==> src/rtl/freq_meter.sv <==
// freq_meter: counts rising edges of an asynchronous pulse train over a fixed
// gate window of GATE_CYCLES clk cycles and publishes the count at the end of
// each window. Windows run back to back while enable is held high.
module freq_meter #(
    parameter int GATE_CYCLES = 50000000,
    parameter int COUNT_W     = 16,
    parameter int SYNC_STAGES = 2
) (
    input  logic               clk,
    input  logic               rst,
    input  logic               sig_in,
    input  logic               enable,
    output logic [COUNT_W-1:0] result,
    output logic               result_valid,
    output logic               overflow,
    output logic               busy
);

    localparam int GATE_W = (GATE_CYCLES > 2) ? $clog2(GATE_CYCLES) : 1;
    localparam logic [GATE_W-1:0]  GATE_LAST = GATE_W'(GATE_CYCLES - 1);
    localparam logic [COUNT_W-1:0] CNT_MAX   = {COUNT_W{1'b1}};

    typedef enum logic {
        IDLE = 1'b0,
        GATE = 1'b1
    } state_t;

    state_t               state_q, state_d;
    logic [SYNC_STAGES-1:0] sync_q, sync_d;
    logic                 prev_q, prev_d;
    logic [GATE_W-1:0]    gate_cnt_q, gate_cnt_d;
    logic [COUNT_W-1:0]   edge_cnt_q, edge_cnt_d;
    logic                 sat_q, sat_d;
    logic [COUNT_W-1:0]   result_q, result_d;
    logic                 result_valid_q, result_valid_d;
    logic                 overflow_q, overflow_d;

    logic                 sig_sync;
    logic                 sig_rise;
    logic [COUNT_W-1:0]   cnt_inc;
    logic                 sat_inc;

    assign sig_sync = sync_q[SYNC_STAGES-1];
    assign sig_rise = sig_sync & ~prev_q;

    // Synchronizer shift and previous-sample register; these run regardless of enable
    always_comb begin
        sync_d = {sync_q[SYNC_STAGES-2:0], sig_in};
        prev_d = sig_sync;
    end

    // Gate sequencing, saturating edge count and result publication
    always_comb begin
        state_d        = state_q;
        gate_cnt_d     = gate_cnt_q;
        edge_cnt_d     = edge_cnt_q;
        sat_d          = sat_q;
        result_d       = result_q;
        overflow_d     = overflow_q;
        result_valid_d = 1'b0;
        cnt_inc        = edge_cnt_q;
        sat_inc        = sat_q;

        if (sig_rise) begin
            if (edge_cnt_q == CNT_MAX) begin
                sat_inc = 1'b1;
            end else begin
                cnt_inc = edge_cnt_q + 1'b1;
            end
        end

        if (!enable) begin
            state_d    = IDLE;
            gate_cnt_d = '0;
            edge_cnt_d = '0;
            sat_d      = 1'b0;
        end else begin
            // In IDLE gate_cnt is 0, so the cycle enable is first seen is window cycle 0
            state_d = GATE;
            if (gate_cnt_q == GATE_LAST) begin
                result_d       = cnt_inc;
                overflow_d     = sat_inc;
                result_valid_d = 1'b1;
                gate_cnt_d     = '0;
                edge_cnt_d     = '0;
                sat_d          = 1'b0;
            end else begin
                gate_cnt_d = gate_cnt_q + 1'b1;
                edge_cnt_d = cnt_inc;
                sat_d      = sat_inc;
            end
        end
    end

    // State and datapath registers with synchronous reset
    always_ff @(posedge clk) begin
        if (rst) begin
            state_q        <= IDLE;
            sync_q         <= '0;
            prev_q         <= 1'b0;
            gate_cnt_q     <= '0;
            edge_cnt_q     <= '0;
            sat_q          <= 1'b0;
            result_q       <= '0;
            result_valid_q <= 1'b0;
            overflow_q     <= 1'b0;
        end else begin
            state_q        <= state_d;
            sync_q         <= sync_d;
            prev_q         <= prev_d;
            gate_cnt_q     <= gate_cnt_d;
            edge_cnt_q     <= edge_cnt_d;
            sat_q          <= sat_d;
            result_q       <= result_d;
            result_valid_q <= result_valid_d;
            overflow_q     <= overflow_d;
        end
    end

    assign result       = result_q;
    assign result_valid = result_valid_q;
    assign overflow     = overflow_q;
    assign busy         = (state_q == GATE);

endmodule
==> config.mk <==
export PLATFORM = sky130hd
export DESIGN_NAME = freq_meter
export DESIGN_NICKNAME = d
export VERILOG_FILES = /design/src/rtl/freq_meter.sv
export SDC_FILE = /design/constraint.sdc
export NUM_CORES = 1
export LEC_CHECK = 0
export CAP_MARGIN = 10
export CORE_ASPECT_RATIO = 0.6
export CORE_UTILIZATION = 60
export DETAILED_ROUTE_END_ITERATION = 12
export HOLD_SLACK_MARGIN = 0.15
export MAX_ROUTING_LAYER = met4
export PLACE_DENSITY = 0.88
export SETUP_SLACK_MARGIN = 0.4
export SLEW_MARGIN = 20
export SYNTH_ARGS = -nofsm -noshare
export SYNTH_HDL_FRONTEND = slang
export SYNTH_SLANG_ARGS = --single-unit
==> constraint.sdc <==
create_clock -name clk -period 4.01 [get_ports clk]
set_input_delay 0.802 -clock clk [delete_from_list [all_inputs] [get_ports clk]]
set_output_delay 0.802 -clock clk [all_outputs]
set_load 0.01 [all_outputs]
==> metrics <==
Crit Reg-Reg Endpoint edge_cnt_q[7]$_SDFF_PP0_; Core Region 4300 um^2; worst path required time 4.21 ns; cell family with the largest share of critical-path delay simple AND/OR/NAND/NOR gates; highest achievable clock rate 0.407 GHz; die outline area 4970 um^2; clock transition at the registers of the reported paths 0.07 ns; DRC errors left 0; number of unique standard cell types used by synthesis 40; mean post-synth cell area 9.18 um^2; arrival time at the worst endpoint 2.66 ns; depth of the worst hold-timing path 1; period utilisation layout 0.613; core utilization of the finished layout 0.761; Critical Path Start Type flip-flop; antenna cell count 0; clock skew 0.00688 ns; Crit. End Element flip-flop; post-synthesis instance total 306; Max Transition Viols Final 0; area overhead of the layout relative to synthesis 16.5%; classification of the worst-slack hold path flip-flop to flip-flop; Vert. Die Dim 55.0 um; Hold Crit Endpoint sync_q[1]$_SDFF_PP0_; post-synthesis register bit count 65; number of hold buffers added after CTS 0; global-route wire length before repair 9890 um; total power per unit cell area 374 nW/um^2; outcome finished clean; remaining global-route overflow 0; count of cells along the worst register-to-register path 6; class of the most critical setup path flip-flop to flip-flop; list of cells traversed by the critical path ha_1 > nand3_2 > nor3_1 > nand2b_1 > buf_12 > nor2_1; pin slew with the least headroom to its limit 1.00 ns; fin crit period 2.46 ns; Buf+Inv Stages, Crit Path 1; CTS tree built; remaining antenna violation count 0; DRT Pass-1 Iters 6; number of antenna violations at the first check in global routing 0; aggregate global-route resource usage 0.276; width of the die 90.3 um; Final Hold Slack 0.442 ns; Setup Viol. Count Final 0; Peak supply drop 0.295 mV; area of the mapped netlist 2810 um^2; Top Usage Layer GRT met2; largest net degree at the start of global routing 26; gp weighted congestion 0.908; hold wc startpoint sync_q[0]$_SDFF_PP0_; met1 demand-to-capacity share in global routing 0.364; CP max-delay cell nand2b_1; max-slew headroom at the worst pin 0.325; fraction of layout instances using a drive strength above 1 0.0896; Register-to-Register Setup Slack 1.55 ns; highest fanout seen on the critical path 25; Iteration-0 DRC Markers 215; via count of the first global-routing pass 2035; max-cap viol count 0; layout net count 336; filler instances 301; CTS resizes 0; CP max stage delay 0.67 ns; Yosys warning count 0; number of vias after detailed routing 2309; top-level port count 23; number of cell rows 18; Routed WL 6100 um; met3 track utilization from global routing 0.0984; Final Hold Vio Count 0; wire per inst 15.4 um; post-synthesis net count 312; number of buffers created by CTS 9; clock net sink count 65; leakage power 0.00110 uW; number of input and output port buffers inserted 22; DR vias/cell 5.85; startpoint of the most critical register-to-register path gate_cnt_q[0]$_SDFF_PP0_; insertion delay to the later sink of the worst-skew pair 0.34 ns; buffer levels on the longest clock path 2; most frequent standard cell in the layout excluding fill and tap cells dfxtp_1; fraction of the yosys area taken by sequential cells 0.463; commonest non-fill, non-tap cells in the layout 65 x dfxtp_1, 59 x nor2_1, 22 x xor2_1, 22 x clkdlybuf4s50_1, 17 x nand3_1; Post-DP HPWL 4140 um; number of H-tree levels 3; setup TNS after final layout 0 ns; Clock Root Buffer clkbuf_8; number of buffers inserted to repair setup after CTS 0; effective utilization at floorplan 0.653; unrepaired setup endpoints after global routing no; met2 global-route usage 0.397
-- flip-flops by register name (all words and copies together), names as in the netlist --
register and cells:
gate_cnt_q 26, edge_cnt_q 16, result 16, sync_q 2, busy 1, overflow 1
prev_q 1, result_valid 1, sat_q 1
-- where the power goes --
part	leakage [uW]	switching (uW)	internal [uW]
logic	0.000478	15.4	9.75
clock network	0.0000953	246	302
registers	0.000524	2.11	648
-- layer usage --
metal | wire, um | part of all wire | up-vias
met3 | 502 | 0.082 | 11
met4 | 51 | 0.0084 | 0
li1 | - | - | 1124
met1 | 3030 | 0.50 | 1057
met5 | 0 | 0 | -
met2 | 2510 | 0.41 | 117
-- worst reg2reg max path, delay by kind of cell, from the launching register on --
kind	cells	cell delay [ns]
buffers and inverters	1	0.25
AND/OR/NAND/NOR	4	1.33
adder cells (fa/ha/maj)	1	0.35
flip-flops	1	0.39
-- synthesized netlist by cell type, drive strengths merged --
cell / n / share of area
a211oi: 10 / 0.037
a21oi: 4 / 0.0071
a41o: 2 / 0.0071
and2: 3 / 0.0067
and3: 5 / 0.011
and3b: 1 / 0.0031
and4: 7 / 0.022
and4b: 1 / 0.0036
buf: 6 / 0.013
clkbuf: 5 / 0.0067
dfxtp: 65 / 0.46
ha: 2 / 0.0089
inv: 4 / 0.0053
mux2: 1 / 0.0040
mux2i: 7 / 0.025
nand2: 16 / 0.021
nand2b: 8 / 0.018
nand3: 18 / 0.034
nand3b: 1 / 0.0027
nand4: 14 / 0.031
nor2: 59 / 0.079
nor2b: 8 / 0.018
nor3: 4 / 0.0071
nor4: 9 / 0.030
nor4b: 2 / 0.0062
nor4bb: 1 / 0.0036
o211ai: 1 / 0.0027
o21ai: 2 / 0.0036
o22ai: 4 / 0.0089
o31ai: 1 / 0.0027
o41ai: 1 / 0.0031
or2: 2 / 0.0045
xnor2: 10 / 0.031
xor2: 22 / 0.069
-- logic make-up (layout without fill, tap and decap cells) --
group	after synthesis	in the layout	share of synthesized area
AOI/OAI and AO/OA	25	25	0.0726
xor gates and xnor gates	32	32	0.0998
adders and majority gates	2	2	0.00891
buffers and inverters	15	44	0.0250
DFF	65	65	0.463
muxes	8	8	0.0290
and+or+nand+nor	159	159	0.301
-- final cells by class --
cell class	instances	area (um^2)	area share
clock buffers	11	141	0.0432
clock inverters	5	55.1	0.0168
inverters	4	15.0	0.00459
multi-input cells	226	1440	0.439
flip-flops and latches	65	1300	0.398
well taps	60	75.1	0.0229
repair buffers	24	248	0.0757
-- per-stage QoR --
step                      instances  cell area, um^2  power, uW  setup slack, ns
after floorplan                 306             2810        679             2.23
after global routing            395             3270       1260             1.36
after global placement          379             3080        690             1.33
final                           395             3270       1220             1.55
after CTS                       395             3270       1230             1.59
after detailed placement        379             3080        690             1.24
-- worst max path at each step --
stage / startpoint / to / slack (ns) / cells past startpoint
after global routing: gate_cnt_q[0]$_SDFF_PP0_ / result[15]$_SDFFE_PP0P_ / 1.36 / 5
after detailed placement: enable / result[15]$_SDFFE_PP0P_ / 1.24 / 5
after floorplan: gate_cnt_q[7]$_SDFF_PP0_ / edge_cnt_q[7]$_SDFF_PP0_ / 2.23 / 8
after CTS: enable / result[15]$_SDFFE_PP0P_ / 1.59 / 5
final: gate_cnt_q[0]$_SDFF_PP0_ / edge_cnt_q[7]$_SDFF_PP0_ / 1.55 / 6
after global placement: enable / result[15]$_SDFFE_PP0P_ / 1.33 / 5
No activity file was read; power rests on OpenSTA's default activity.
